--- src/rtl/unified_mem_arbiter.sv ---
`timescale 1ns/1ps
`default_nettype none
// ============================================================================
//  Module   : unified_mem_arbiter
//  Purpose  : Shares one fixed-latency unified memory between the IF-stage
//             fetch port and the MEM-stage data port. Accesses are
//             serialised, each port gets a one-cycle ack with its read data,
//             and busy tells the stall logic that an access is outstanding.
//  Options  : ARB_FETCH_BUF_EN - single-entry fetch buffer that answers a
//             repeated fetch of the last fetched address without memory.
//  Revision : 1.0 - initial release
// ============================================================================
module unified_mem_arbiter #(
   parameter int LATENCY = 4,   // mem_en cycle to mem_rdata valid, 1..15
   parameter int AW      = 16,
   parameter int DW      = 16
) (
   input  logic          clk,
   input  logic          rst_n,
   // fetch port
   input  logic          if_req,
   input  logic [AW-1:0] if_addr,
   output logic [DW-1:0] if_rdata,
   output logic          if_ack,
   // data port
   input  logic          d_req,
   input  logic          d_we,
   input  logic [AW-1:0] d_addr,
   input  logic [DW-1:0] d_wdata,
   output logic [DW-1:0] d_rdata,
   output logic          d_ack,
   // memory side
   output logic          mem_en,
   output logic          mem_we,
   output logic [AW-1:0] mem_addr,
   output logic [DW-1:0] mem_wdata,
   input  logic [DW-1:0] mem_rdata,
   // status
   output logic          busy
);

   typedef enum logic [1:0] {
      IDLE = 2'd0,
      DATA = 2'd1,
      INST = 2'd2
   } state_t;

   localparam logic [3:0] LAT_LOAD   = 4'(LATENCY);
   localparam logic       GRANT_INST = 1'b0;
   localparam logic       GRANT_DATA = 1'b1;

   state_t        state, state_nx;
   logic [3:0]    cnt, cnt_nx;
   logic          last_grant, last_grant_nx;
   logic [DW-1:0] if_rdata_nx, d_rdata_nx, mem_wdata_nx;
   logic [AW-1:0] mem_addr_nx;
   logic          if_ack_nx, d_ack_nx, mem_en_nx, mem_we_nx, busy_nx;

   logic          d_elig, if_elig, buf_hit, if_to_mem, grant_d, grant_i;

`ifdef ARB_FETCH_BUF_EN
   logic          buf_valid, buf_valid_nx;
   logic [AW-1:0] buf_addr, buf_addr_nx;
   logic [DW-1:0] buf_data, buf_data_nx;
`endif

   // Eligibility and grant: a port whose ack is high this cycle is still
   // holding its just-finished request, so it must not be granted again.
   always_comb begin
      d_elig  = d_req & ~d_ack;
      if_elig = if_req & ~if_ack;
`ifdef ARB_FETCH_BUF_EN
      buf_hit = if_elig & buf_valid & (if_addr == buf_addr);
`else
      buf_hit = 1'b0;
`endif
      if_to_mem = if_elig & ~buf_hit;
      // Data wins a tie unless it won the previous one, so fetch never starves.
      grant_d = (state == IDLE) & d_elig &
                (~if_to_mem | (last_grant != GRANT_DATA));
      grant_i = (state == IDLE) & if_to_mem & ~grant_d;
   end

   // Next-state and next-output computation; every output is registered.
   always_comb begin
      state_nx      = state;
      cnt_nx        = cnt;
      last_grant_nx = last_grant;
      if_rdata_nx   = if_rdata;
      d_rdata_nx    = d_rdata;
      if_ack_nx     = 1'b0;
      d_ack_nx      = 1'b0;
      mem_en_nx     = 1'b0;
      mem_we_nx     = mem_we;
      mem_addr_nx   = mem_addr;
      mem_wdata_nx  = mem_wdata;
`ifdef ARB_FETCH_BUF_EN
      buf_valid_nx  = buf_valid;
      buf_addr_nx   = buf_addr;
      buf_data_nx   = buf_data;
`endif
      case (state)
         IDLE: begin
`ifdef ARB_FETCH_BUF_EN
            if (buf_hit) begin
               if_ack_nx   = 1'b1;
               if_rdata_nx = buf_data;
            end
`endif
            if (grant_d) begin
               state_nx      = DATA;
               cnt_nx        = LAT_LOAD;
               last_grant_nx = GRANT_DATA;
               mem_en_nx     = 1'b1;
               mem_we_nx     = d_we;
               mem_addr_nx   = d_addr;
               mem_wdata_nx  = d_wdata;
`ifdef ARB_FETCH_BUF_EN
               // A write to the buffered address makes the copy stale.
               if (d_we && (d_addr == buf_addr))
                  buf_valid_nx = 1'b0;
`endif
            end else if (grant_i) begin
               state_nx      = INST;
               cnt_nx        = LAT_LOAD;
               last_grant_nx = GRANT_INST;
               mem_en_nx     = 1'b1;
               mem_we_nx     = 1'b0;
               mem_addr_nx   = if_addr;
            end
         end
         DATA, INST: begin
            cnt_nx = cnt - 4'd1;
            if (cnt == 4'd1) begin
               state_nx = IDLE;
               if (state == DATA) begin
                  d_ack_nx = 1'b1;
                  // mem_we is held through the access, so it still tells
                  // whether this was a read.
                  if (!mem_we)
                     d_rdata_nx = mem_rdata;
               end else begin
                  if_ack_nx   = 1'b1;
                  if_rdata_nx = mem_rdata;
`ifdef ARB_FETCH_BUF_EN
                  buf_valid_nx = 1'b1;
                  buf_addr_nx  = mem_addr;
                  buf_data_nx  = mem_rdata;
`endif
               end
            end
         end
         default: state_nx = IDLE;
      endcase
      busy_nx = (state_nx != IDLE);
   end

   // State and output registers; reset abandons any outstanding access.
   always_ff @(posedge clk or negedge rst_n) begin
      if (!rst_n) begin
         state      <= IDLE;
         cnt        <= 4'd0;
         last_grant <= GRANT_INST;
         if_rdata   <= '0;
         if_ack     <= 1'b0;
         d_rdata    <= '0;
         d_ack      <= 1'b0;
         mem_en     <= 1'b0;
         mem_we     <= 1'b0;
         mem_addr   <= '0;
         mem_wdata  <= '0;
         busy       <= 1'b0;
`ifdef ARB_FETCH_BUF_EN
         buf_valid  <= 1'b0;
         buf_addr   <= '0;
         buf_data   <= '0;
`endif
      end else begin
         state      <= state_nx;
         cnt        <= cnt_nx;
         last_grant <= last_grant_nx;
         if_rdata   <= if_rdata_nx;
         if_ack     <= if_ack_nx;
         d_rdata    <= d_rdata_nx;
         d_ack      <= d_ack_nx;
         mem_en     <= mem_en_nx;
         mem_we     <= mem_we_nx;
         mem_addr   <= mem_addr_nx;
         mem_wdata  <= mem_wdata_nx;
         busy       <= busy_nx;
`ifdef ARB_FETCH_BUF_EN
         buf_valid  <= buf_valid_nx;
         buf_addr   <= buf_addr_nx;
         buf_data   <= buf_data_nx;
`endif
      end
   end

endmodule
`default_nettype wire

--- config.mk ---
export PLATFORM = sky130hd
export DESIGN_NAME = unified_mem_arbiter
export DESIGN_NICKNAME = d
export VERILOG_FILES = /design/src/rtl/unified_mem_arbiter.sv
export SDC_FILE = /design/constraint.sdc
export NUM_CORES = 1
export LEC_CHECK = 0
export ABC_AREA = 1
export CORE_UTILIZATION = 33
export CTS_BUF_LIST = sky130_fd_sc_hd__clkbuf_16
export CTS_CLUSTER_DIAMETER = 80
export DETAILED_ROUTE_END_ITERATION = 8
export GPL_ROUTABILITY_DRIVEN = 0
export HOLD_SLACK_MARGIN = 0.05
export PLACE_DENSITY = 0.72
export SETUP_SLACK_MARGIN = 0.2
export SYNTH_ARGS = -nofsm -noshare
export SYNTH_HDL_FRONTEND = slang
export SYNTH_SLANG_ARGS = --single-unit
--- constraint.sdc ---
create_clock -name clk -period 2.9 [get_ports clk]
set_input_delay 0.58 -clock clk [delete_from_list [all_inputs] [get_ports clk]]
set_output_delay 0.58 -clock clk [all_outputs]
set_load 0.03 [all_outputs]
==> metrics <==
core box area=0.009371 sq mm; clk sinks=76; vias per inst=4.511; final worst path period share=76.82%; FP Rows=35; final WL=8072 um; register area share after synthesis=59.01%; fin nets=563; combinational power share=50.3%; Chip Width=100.8 um; Hold-fix buffers, CTS=0; Crit Path Category=flop to flop; global-route wire length before repair=12920 um; CP Max Fanout=32; max-slew violations=0; Yosys reg bits=76; clk buf depth=2; Initial Utilization=34.39%; sw frac=42.11%; Worst EP required=3.10 ns; leakage power=2.358 nW; final number of hold-violating endpoints=0; maxcap violations=0; Setup TNS=0 ns; Max VDD drop=0.0006169 V; Ant. Diodes=0; post-synthesis cell count=355; share of layout cells above drive strength 1=6.085%; Max H-tree Level=3; actual slew at the worst max-slew pin=1.163 ns; Post-route DRC=0; Flop pwr share=30.5%; Synth Warn #=0; initial antenna violation count=0; Syn Nets=430; Post-DP HPWL=5595 um; Mean Syn Cell Area=9.079 sq um; RSZ-0062 raised after global routing=no; crit path time final=2.228 ns; FF-to-FF setup slack=0.67 ns; Area Overhead vs Synth=53.26%; Worst Path Arrival=2.43 ns; DR WL met3=935 um; clk root buf=clkbuf_16; fmax=448.9 MHz; crit start category=flop; worst setup path startpoint=cnt[1]$_DFFE_PN0P_; 1st-pass router iterations=4; die area=0.01017 sq mm; routed vias=2806; sw power=2.577 mW; worst r2r dst=if_rdata[8]$_DFFE_PN0P_; Slew headroom=22.25%; Post-Syn Area=0.003223 sq mm; Placed Area=0.004623 sq mm; die height=100.8 um; clock slew seen by the registers of the worst setup and hold paths=0.06 ns; power density cells=1239 mW/mm^2; Top Ports=138; Final ANT Viol Nets=0; synth unique cells=21; total congestion overflow=0; drt wl/cell=12.98 um; worst r2r src=cnt[1]$_DFFE_PN0P_; R2R depth=4; routed wl met2=3680 um; CTS tree=done; Internal=3.542 mW; Tightest Hold Check Type=input pin to asynchronous set/reset pin; hold_ws=0.3994 ns; clock network power share=19.2%; Finished Core Util=52.71%; Final setup viols=0; Setup Skew=0.007207 ns; Post-CTS Setup Inserts=0; crit path to=if_rdata[8]$_DFFE_PN0P_; Clk Latency, worst-skew pair=0.33 ns; uppermost layer routed=met4; largest net degree at the start of global routing=77; clock buffer count from CTS=9; status=completed; final instance area=0.004940 sq mm; number of global-route vias before repair=2783; M1 wire length=3388 um; all-layer global routing usage=16.28%; post-CTS sizing=0; CP Capture Type=flop; IO buf count=137; 1st-iter DRT viols=81
## placed cells by master, fill, tap and decap left out, types with 2 or more instances in the layout
cell type,n
nor2_4,2
clkinv_4,2
ha_1,6
o21ai_1,16
nand2_2,3
bufinv_16,2
nor2_1,3
clkdlybuf4s50_1,136
o21ai_0,21
dfrtp_1,76
clkinv_2,2
inv_2,4
nand3_1,41
inv_1,29
clkbuf_16,9
nand2_1,133
## Yosys cell counts (all sizes together)
| library cell | n | area [sq um] |
|---|---|---|
| buf | 14 | 126.4 |
| clkbuf | 1 | 3.750 |
| clkinv | 1 | 8.760 |
| dfrtp | 76 | 1902 |
| ha | 6 | 75.07 |
| inv | 32 | 120.1 |
| nand2 | 137 | 529.3 |
| nand3 | 42 | 215.2 |
| nand4 | 1 | 6.260 |
| nor2 | 6 | 40.04 |
| nor3 | 1 | 5.000 |
| o21ai | 37 | 185.2 |
| or2 | 1 | 6.260 |
## power by group through the flow
stage | combinational [mW] | clock [mW] | sequential [mW]
after floorplan | 0.958 | 0 | 2.78
after global placement | 3.05 | 0 | 1.86
after detailed placement | 3.10 | 0 | 1.87
after CTS | 3.11 | 1.20 | 1.87
after global routing | 3.32 | 1.26 | 1.93
final | 3.08 | 1.17 | 1.87
## layout make-up
type                       instances  area [sq um]
clock buffer                       9         225.2
clock inverter                     7         91.34
multi-input combinational        231          1062
timing repair buffer             137          1369
fill                             879          4432
inverter                          33         128.9
sequential                        76          1902
tap                              129         161.4
## critical path, cell delays in order (launching register included)
cell and delay, ns:
dfrtp_1 0.38, inv_1 0.10, ha_1 0.20, nand4_1 0.91, o21ai_0 0.52
## routing by layer
metal / GRT usage, % / vias up
met5: 0 / -
met4: 4.348 / 0
met3: 7.628 / 9
met2: 26.19 / 111
met1: 19.64 / 1307
li1: - / 1379
## worst min path at each step
stage	to	cells past startpoint
final	d_rdata[12]$_DFFE_PN0P_	1
after floorplan	busy$_DFF_PN0_	0
after CTS	mem_wdata[7]$_DFFE_PN0P_	1
after global routing	d_rdata[13]$_DFFE_PN0P_	1
after detailed placement	mem_wdata[9]$_DFFE_PN0P_	2
after global placement	last_grant$_DFFE_PN0P_	2
## stage by stage
step | cells | setup WS (ns) | total power [mW]
3_3_place_gp | 606 | 0.6727 | 4.905
6_report | 622 | 0.6721 | 6.119
5_1_grt | 622 | 0.3931 | 6.511
2_1_floorplan | 355 | 1.500 | 3.736
3_5_place_dp | 606 | 0.6262 | 4.970
4_1_cts | 622 | 0.6592 | 6.178
## sequential cells by signal, indices dropped and copies added, names as in the netlist, 2 cells and up
name / count
cnt: 4
d_rdata: 16
if_rdata: 16
mem_addr: 16
mem_wdata: 16
state: 2
## cell families after synthesis
logic type / after synthesis / synth area share (%)
and+or+nand+nor: 188 / 24.88
DFF: 76 / 59.01
buffers and inverters: 48 / 8.035
AOI/OAI and AO/OA: 37 / 5.745
adders and majority gates: 6 / 2.329
Power figures use the tool's default switching activity.
